[src/rtl/csr_hpm_unit.sv]
// Machine/user hardware performance counters: mcycle, minstret, mhpmcounterN.
// Decodes the counter CSRs, their user shadows, event selectors and enables.
module csr_hpm_unit #(
    parameter int NUM_HPM    = 4,
    parameter int CNT_WIDTH  = 64,
    parameter int NUM_EVENTS = 8
) (
    input  logic                  clock,
    input  logic                  reset,
    input  logic [1:0]            priv_mode,
    input  logic [11:0]           csr_addr,
    input  logic                  csr_ren,
    input  logic                  csr_wen,
    input  logic [31:0]           csr_wdata,
    output logic [31:0]           csr_rdata,
    output logic                  csr_hit,
    output logic                  csr_illegal,
    input  logic                  instret,
    input  logic [NUM_EVENTS-1:0] event_i,
    output logic [NUM_HPM-1:0]    ovf_o
);

    localparam int          NCNT     = 3 + NUM_HPM;
    localparam int          HW       = CNT_WIDTH - 32;
    localparam logic [63:0] MASK64   = ((64'd1 << NCNT) - 64'd1) & ~64'd2;
    localparam logic [31:0] CNT_MASK = MASK64[31:0];

    logic [CNT_WIDTH-1:0] cnt_q [32];
    logic [CNT_WIDTH-1:0] cnt_d [32];
    logic [7:0]           evt_q [32];
    logic [7:0]           evt_d [32];
    logic [31:0]          inh_q, inh_d;
    logic [31:0]          en_q, en_d;
    logic [NUM_HPM-1:0]   ovf_q, ovf_d;
    logic [31:0]          inc_en;
    logic [31:0]          wrap;
    logic [255:0]         ev_pad;

    logic [4:0] idx;
    logic       idx_ok, is_hi, is_cnt_m, is_cnt_u, is_evt, is_inh, is_en;
    logic       user, wr_ok;

    assign idx      = csr_addr[4:0];
    assign is_hi    = csr_addr[7];
    assign idx_ok   = (idx != 5'd1) && (int'(idx) < NCNT);
    assign is_cnt_m = (csr_addr[11:8] == 4'hB) && (csr_addr[6:5] == 2'b00) && idx_ok;
    assign is_cnt_u = (csr_addr[11:8] == 4'hC) && (csr_addr[6:5] == 2'b00) && idx_ok;
    assign is_evt   = (csr_addr[11:5] == 7'h19) && (idx >= 5'd3) && (int'(idx) < NCNT);
    assign is_inh   = (csr_addr == 12'h320);
    assign is_en    = (csr_addr == 12'h306);
    assign user     = (priv_mode == 2'b00);

    assign csr_hit  = is_cnt_m || is_cnt_u || is_evt || is_inh || is_en;

    // Every non-shadow register is machine-only; shadows are read-only.
    assign csr_illegal = csr_hit && (csr_ren || csr_wen) &&
                         ((csr_wen && is_cnt_u) ||
                          (user && !is_cnt_u) ||
                          (user && csr_ren && is_cnt_u && !en_q[idx]));

    assign wr_ok = csr_wen && csr_hit && !csr_illegal;

    // Bit 0 is a dummy so that selector value k lands on event_i[k-1].
    always_comb begin
        ev_pad = '0;
        ev_pad[NUM_EVENTS:0] = {event_i, 1'b0};
    end

    always_comb begin
        inc_en = '0;
        for (int c = 0; c < 32; c++) begin
            if (c == 0)
                inc_en[c] = 1'b1;
            else if (c == 2)
                inc_en[c] = instret;
            else if (c >= 3 && c < NCNT)
                inc_en[c] = ev_pad[evt_q[c]];
            inc_en[c] = inc_en[c] & ~inh_q[c];
        end
    end

    always_comb begin
        inh_d = inh_q;
        en_d  = en_q;
        wrap  = '0;
        if (wr_ok && is_inh)
            inh_d = csr_wdata & CNT_MASK;
        if (wr_ok && is_en)
            en_d = csr_wdata & CNT_MASK;
        for (int c = 0; c < 32; c++) begin
            cnt_d[c] = cnt_q[c];
            evt_d[c] = evt_q[c];
            if (c == 1 || c >= NCNT) begin
                cnt_d[c] = '0;
                evt_d[c] = '0;
            end else begin
                if (wr_ok && is_cnt_m && int'(idx) == c) begin
                    if (is_hi)
                        cnt_d[c][CNT_WIDTH-1:32] = csr_wdata[HW-1:0];
                    else
                        cnt_d[c][31:0] = csr_wdata;
                end else if (inc_en[c]) begin
                    cnt_d[c] = cnt_q[c] + CNT_WIDTH'(1);
                    wrap[c]  = &cnt_q[c];
                end
                if (c < 3)
                    evt_d[c] = '0;
                else if (wr_ok && is_evt && int'(idx) == c)
                    evt_d[c] = csr_wdata[7:0];
            end
        end
    end

    always_comb begin
        ovf_d = '0;
        for (int i = 0; i < NUM_HPM; i++)
            ovf_d[i] = wrap[3+i];
    end

    always_comb begin
        csr_rdata = '0;
        if (csr_hit && !csr_illegal) begin
            if (is_cnt_m || is_cnt_u)
                csr_rdata = is_hi ? 32'(cnt_q[idx] >> 32) : cnt_q[idx][31:0];
            else if (is_evt)
                csr_rdata = {24'd0, evt_q[idx]};
            else if (is_inh)
                csr_rdata = inh_q;
            else if (is_en)
                csr_rdata = en_q;
        end
    end

    always_ff @(posedge clock) begin
        if (reset) begin
            for (int c = 0; c < 32; c++) begin
                cnt_q[c] <= '0;
                evt_q[c] <= '0;
            end
            inh_q <= '0;
            en_q  <= '0;
            ovf_q <= '0;
        end else begin
            for (int c = 0; c < 32; c++) begin
                cnt_q[c] <= cnt_d[c];
                evt_q[c] <= evt_d[c];
            end
            inh_q <= inh_d;
            en_q  <= en_d;
            ovf_q <= ovf_d;
        end
    end

    assign ovf_o = ovf_q;

endmodule

[config.mk]
export PLATFORM = sky130hd
export DESIGN_NAME = csr_hpm_unit
export DESIGN_NICKNAME = d
export VERILOG_FILES = /design/src/rtl/csr_hpm_unit.sv
export SDC_FILE = /design/constraint.sdc
export NUM_CORES = 2
export LEC_CHECK = 0
export BUFFER_PORTS_ARGS = -buffer_cell sky130_fd_sc_hd__buf_2
export CELL_PAD_IN_SITES_DETAIL_PLACEMENT = 0
export CELL_PAD_IN_SITES_GLOBAL_PLACEMENT = 1
export CORE_ASPECT_RATIO = 0.7
export CORE_UTILIZATION = 42
export CTS_BUF_LIST = sky130_fd_sc_hd__clkbuf_16
export DETAILED_ROUTE_END_ITERATION = 7
export PLACE_DENSITY = 0.83
export SLEW_MARGIN = 20
export SYNTH_ARGS = -nofsm -noshare
export SYNTH_HDL_FRONTEND = slang
export SYNTH_SLANG_ARGS = --single-unit
export TNS_END_PERCENT = 5
[constraint.sdc]
create_clock -name clock -period 7.1 [get_ports clock]
set_clock_uncertainty 0.05 [all_clocks]
set_input_delay 0 -clock clock [delete_from_list [all_inputs] [get_ports clock]]
set_output_delay 0 -clock clock [all_outputs]
set_load 0.02 [all_outputs]
==> summary.md <==
| Metric | Value |
|---|---|
| Outcome | `finished, final reports clean` |
| Slew margin rel. | `0.204` |
| Top cells by area, synth | `dfxtp_1, a21oi_1, o21ai_0` |
| Cell Rows | `83` |
| Residual DRC | `0` |
| Num CTS Buffers | `49` |
| CP max FO | `44` |
| Fin. max-slew vios | `0` |
| RSZ-0062 raised after global routing | `false` |
| DR WL/cell | `30.4 um` |
| PwrDens | `161 nW/um^2` |
| Initial Utilization | `0.428` |
| Final Total Pwr | `5.55 mW` |
| Post-CTS Resized | `0` |
| Yosys Warn Count | `0` |
| FF-to-FF setup slack | `3.32 ns` |
| Crit path time final | `4.24 ns` |
| Sw Ratio | `0.282` |
| CP arrival | `4.72 ns` |
| Design Area, Final | `34500 um^2` |
| Layout cells sized above 1 | `0.109` |
| Primary FF master, synth | `dfxtp_1` |
| Final worst path period share | `0.597` |
| Worst setup EP type | `flip-flop` |
| FMAX | `236 MHz` |
| Synth unique cells | `94` |
| Leakage | `10.4 nW` |
| Int Power | `3.99 mW` |
| WL met2 | `56.0 mm` |
| Pre-CTS setup slack | `2.71 ns` |
| WP data required | `7.58 ns` |
| Root buffer cell | `clkbuf_16` |
| CP dominant cell by count | `buf_4` |
| Clock power share | `0.484` |
| Post-CTS Setup Bufs | `0` |
| DRT Pass-1 Iters | `8` |
| Critical path's slowest cell | `a22o_1` |
| Synth Area per Inst | `7.32 um^2` |
| Skew-Pair Late Insertion Delay | `0.63 ns` |
| Post-synth EDFFs | `0` |
| Fin. Hold Viols | `0` |
| Met3 wire len | `28.9 mm` |
| Pin slew with the least headroom to its limit | `1.19 ns` |
| Mapped Nets | `4380` |
| Top routing layer used | `met5` |
| Total grt overflow | `0` |
| Dpl cell area | `32500 um^2` |
| Setup TNS | `0 ns` |
| Vias | `37700` |
| P&R area growth vs syn | `9.05%` |
| Worst-path cell chain | `dlygate4sd3_1, buf_2, nor4_4, nand4_2, buf_4, nor3_4, buf_4, a22o_1, o21ai_0, a31o_2` |
| First-pass GRT wire length | `228 mm` |
| Most frequent cells in the layout | `a21oi_1, dfxtp_1, o21ai_0` |
| Startpoint Class | `primary input` |
| Nets | `4236` |
| Peak VDD IR | `0.186 mV` |
| P_sw | `1.56 mW` |
| Mapped Cells | `4315` |
| CTS tree | `built` |
| Post-Syn Area | `31600 um^2` |
| GRT Resource Usage Total | `0.399` |
| Largest net degree at the start of global routing | `140` |
| Core area | `73800 um^2` |
| Sequential Power Share | `0.437` |
| Initial antenna violation count | `12` |
| # setup viols final | `0` |
| Setup CP Type | `in -> reg` |
| Setup WS post-layout | `2.86 ns` |
| Clock buffer depth | `3` |
| IO Count | `97` |
| Iteration-0 DRC Markers | `7425` |
| DR vias/cell | `7.25` |
| Leading area contributor after synthesis | `dfxtp_1` |
| Hold/Removal Path Class | `in -> reg` |
| Metal-1 WL | `66.5 mm` |
| Deepest level of the CTS H-tree | `2` |
| Fill cell count | `7427` |
| FFs w/ async S/R, synth | `0` |
| Routed wire length | `158 mm` |
| Yosys reg bits | `432` |
| Most common cell after layout, fill and taps aside | `a21oi_1` |
| Number of port buffers | `96` |
| Synth top area share | `0.274` |
| Reg clk slew, reported paths | `0.07 ns` |
| Clock sinks | `432` |
| Post-synthesis sequential area ratio | `0.274` |
| GPL Wtd Cong | `1.03` |
| Die area | `76300 um^2` |
| Detailed Place HPWL | `110 mm` |
| Die span in y | `231 um` |
| Critical Path Max Stage Delay | `0.95 ns` |
| Max-cap violations | `0` |
| Antenna Nets Post-Route | `0` |
| Die width | `330 um` |
| Logic pwr share | `0.078` |
| Vias in the first global route | `32300` |
## routing by layer
| metal | GRT usage | vias to the layer above |
|---|---|---|
| met5 | 0 | - |
| met4 | 0.136 | 12 |
| met3 | 0.177 | 403 |
| met2 | 0.484 | 3138 |
| met1 | 0.595 | 17800 |
| li1 | - | 16400 |
## sequential cells by signal (all words and copies together) (netlist names)
name,flops
cnt_q,384
ovf_o,4
evt_q,32
inh_q,6
en_q,6
## logic make-up after synthesis
family	synth area share
AOI/OAI and AO/OA	0.311
xor gates and xnor gates	0.00194
adders and majority gates	0.00238
buffers and inverters	0.0605
DFF	0.274
muxes	0.0694
and+or+nand+nor	0.281
## timing repair
| item | 4_1_cts | 5_1_grt |
|---|---|---|
| hold endpoints to repair | 137 | 0 |
| setup endpoints to repair | 0 | 0 |
| hold buffers | 30 | 0 |
## per-stage QoR
stage | cells | hold slack, ns | util
3_3_place_gp | 5067 | 0.336 | 0.440
5_1_grt | 5190 | 0.0415 | 0.466
4_1_cts | 5188 | 0.00587 | 0.466
3_5_place_dp | 5067 | 0.344 | 0.440
2_1_floorplan | 4315 | 0.0860 | -
6_report | 5199 | 0.0481 | 0.467
## power by group through the flow
stage | combinational, mW | clock (mW) | sequential (mW)
floorplan | 0.202 | 0 | 2.48
finish | 0.434 | 2.69 | 2.43
CTS | 0.404 | 2.68 | 2.43
global placement | 0.391 | 0 | 2.48
global route | 0.429 | 2.77 | 2.43
detailed placement | 0.391 | 0 | 2.48
## path summary, 6_finish.rpt
path / depth (start not counted) / from / endpoint
max: 10 / csr_addr[5] / cnt_q[6][16]$_SDFFE_PP0P_
min: 5 / instret / cnt_q[2][57]$_SDFFE_PP0P_
max reg2reg: 7 / cnt_q[0][0]$_SDFFE_PP0P_ / cnt_q[0][36]$_SDFFE_PP0P_
min reg2reg: 2 / en_q[3]$_SDFFE_PP0P_ / en_q[3]$_SDFFE_PP0P_
## worst max-delay path, delay by kind of cell
family,cells,cell delay (ns)
buf+inv,4,1.76
compound gates,3,1.44
simple gates,3,1.48
## cells in the mapped netlist, types with 18 or more instances
| cell | n |
|---|---|
| dfxtp_1 | 432 |
| a211oi_1 | 117 |
| a221oi_1 | 57 |
| inv_1 | 58 |
| a31o_2 | 21 |
| and4_1 | 44 |
| nand3_1 | 195 |
| nor3_1 | 149 |
| o32ai_1 | 32 |
| mux2_2 | 68 |
| buf_2 | 94 |
| mux2i_1 | 129 |
| a21oi_1 | 456 |
| and3_1 | 75 |
| nor4_1 | 110 |
| o22ai_1 | 34 |
| o211ai_1 | 54 |
| nor2_1 | 278 |
| or2_2 | 18 |
| a21o_1 | 33 |
| clkbuf_1 | 285 |
| o21a_1 | 19 |
| a22oi_1 | 43 |
| nand4_1 | 140 |
| o221ai_1 | 23 |
| nor4b_1 | 20 |
| or3_1 | 47 |
| o31a_1 | 20 |
| or4_1 | 35 |
| o31ai_1 | 54 |
| a31oi_1 | 78 |
| nand2_1 | 324 |
| and2_1 | 88 |
| o21ai_0 | 398 |
## area by class of cell
cell class	count	area (um^2)	share of cell area
clock buffers	51	1280	0.0370
flip-flops and latches	432	8650	0.251
well taps	977	1220	0.0355
clock inverters	40	309	0.00897
repair buffers	212	1460	0.0424
multi-input cells	3416	21300	0.618
diodes	11	27.5	0.000799
inverters	60	225	0.00654
No activity file was read; power rests on OpenSTA's default activity.
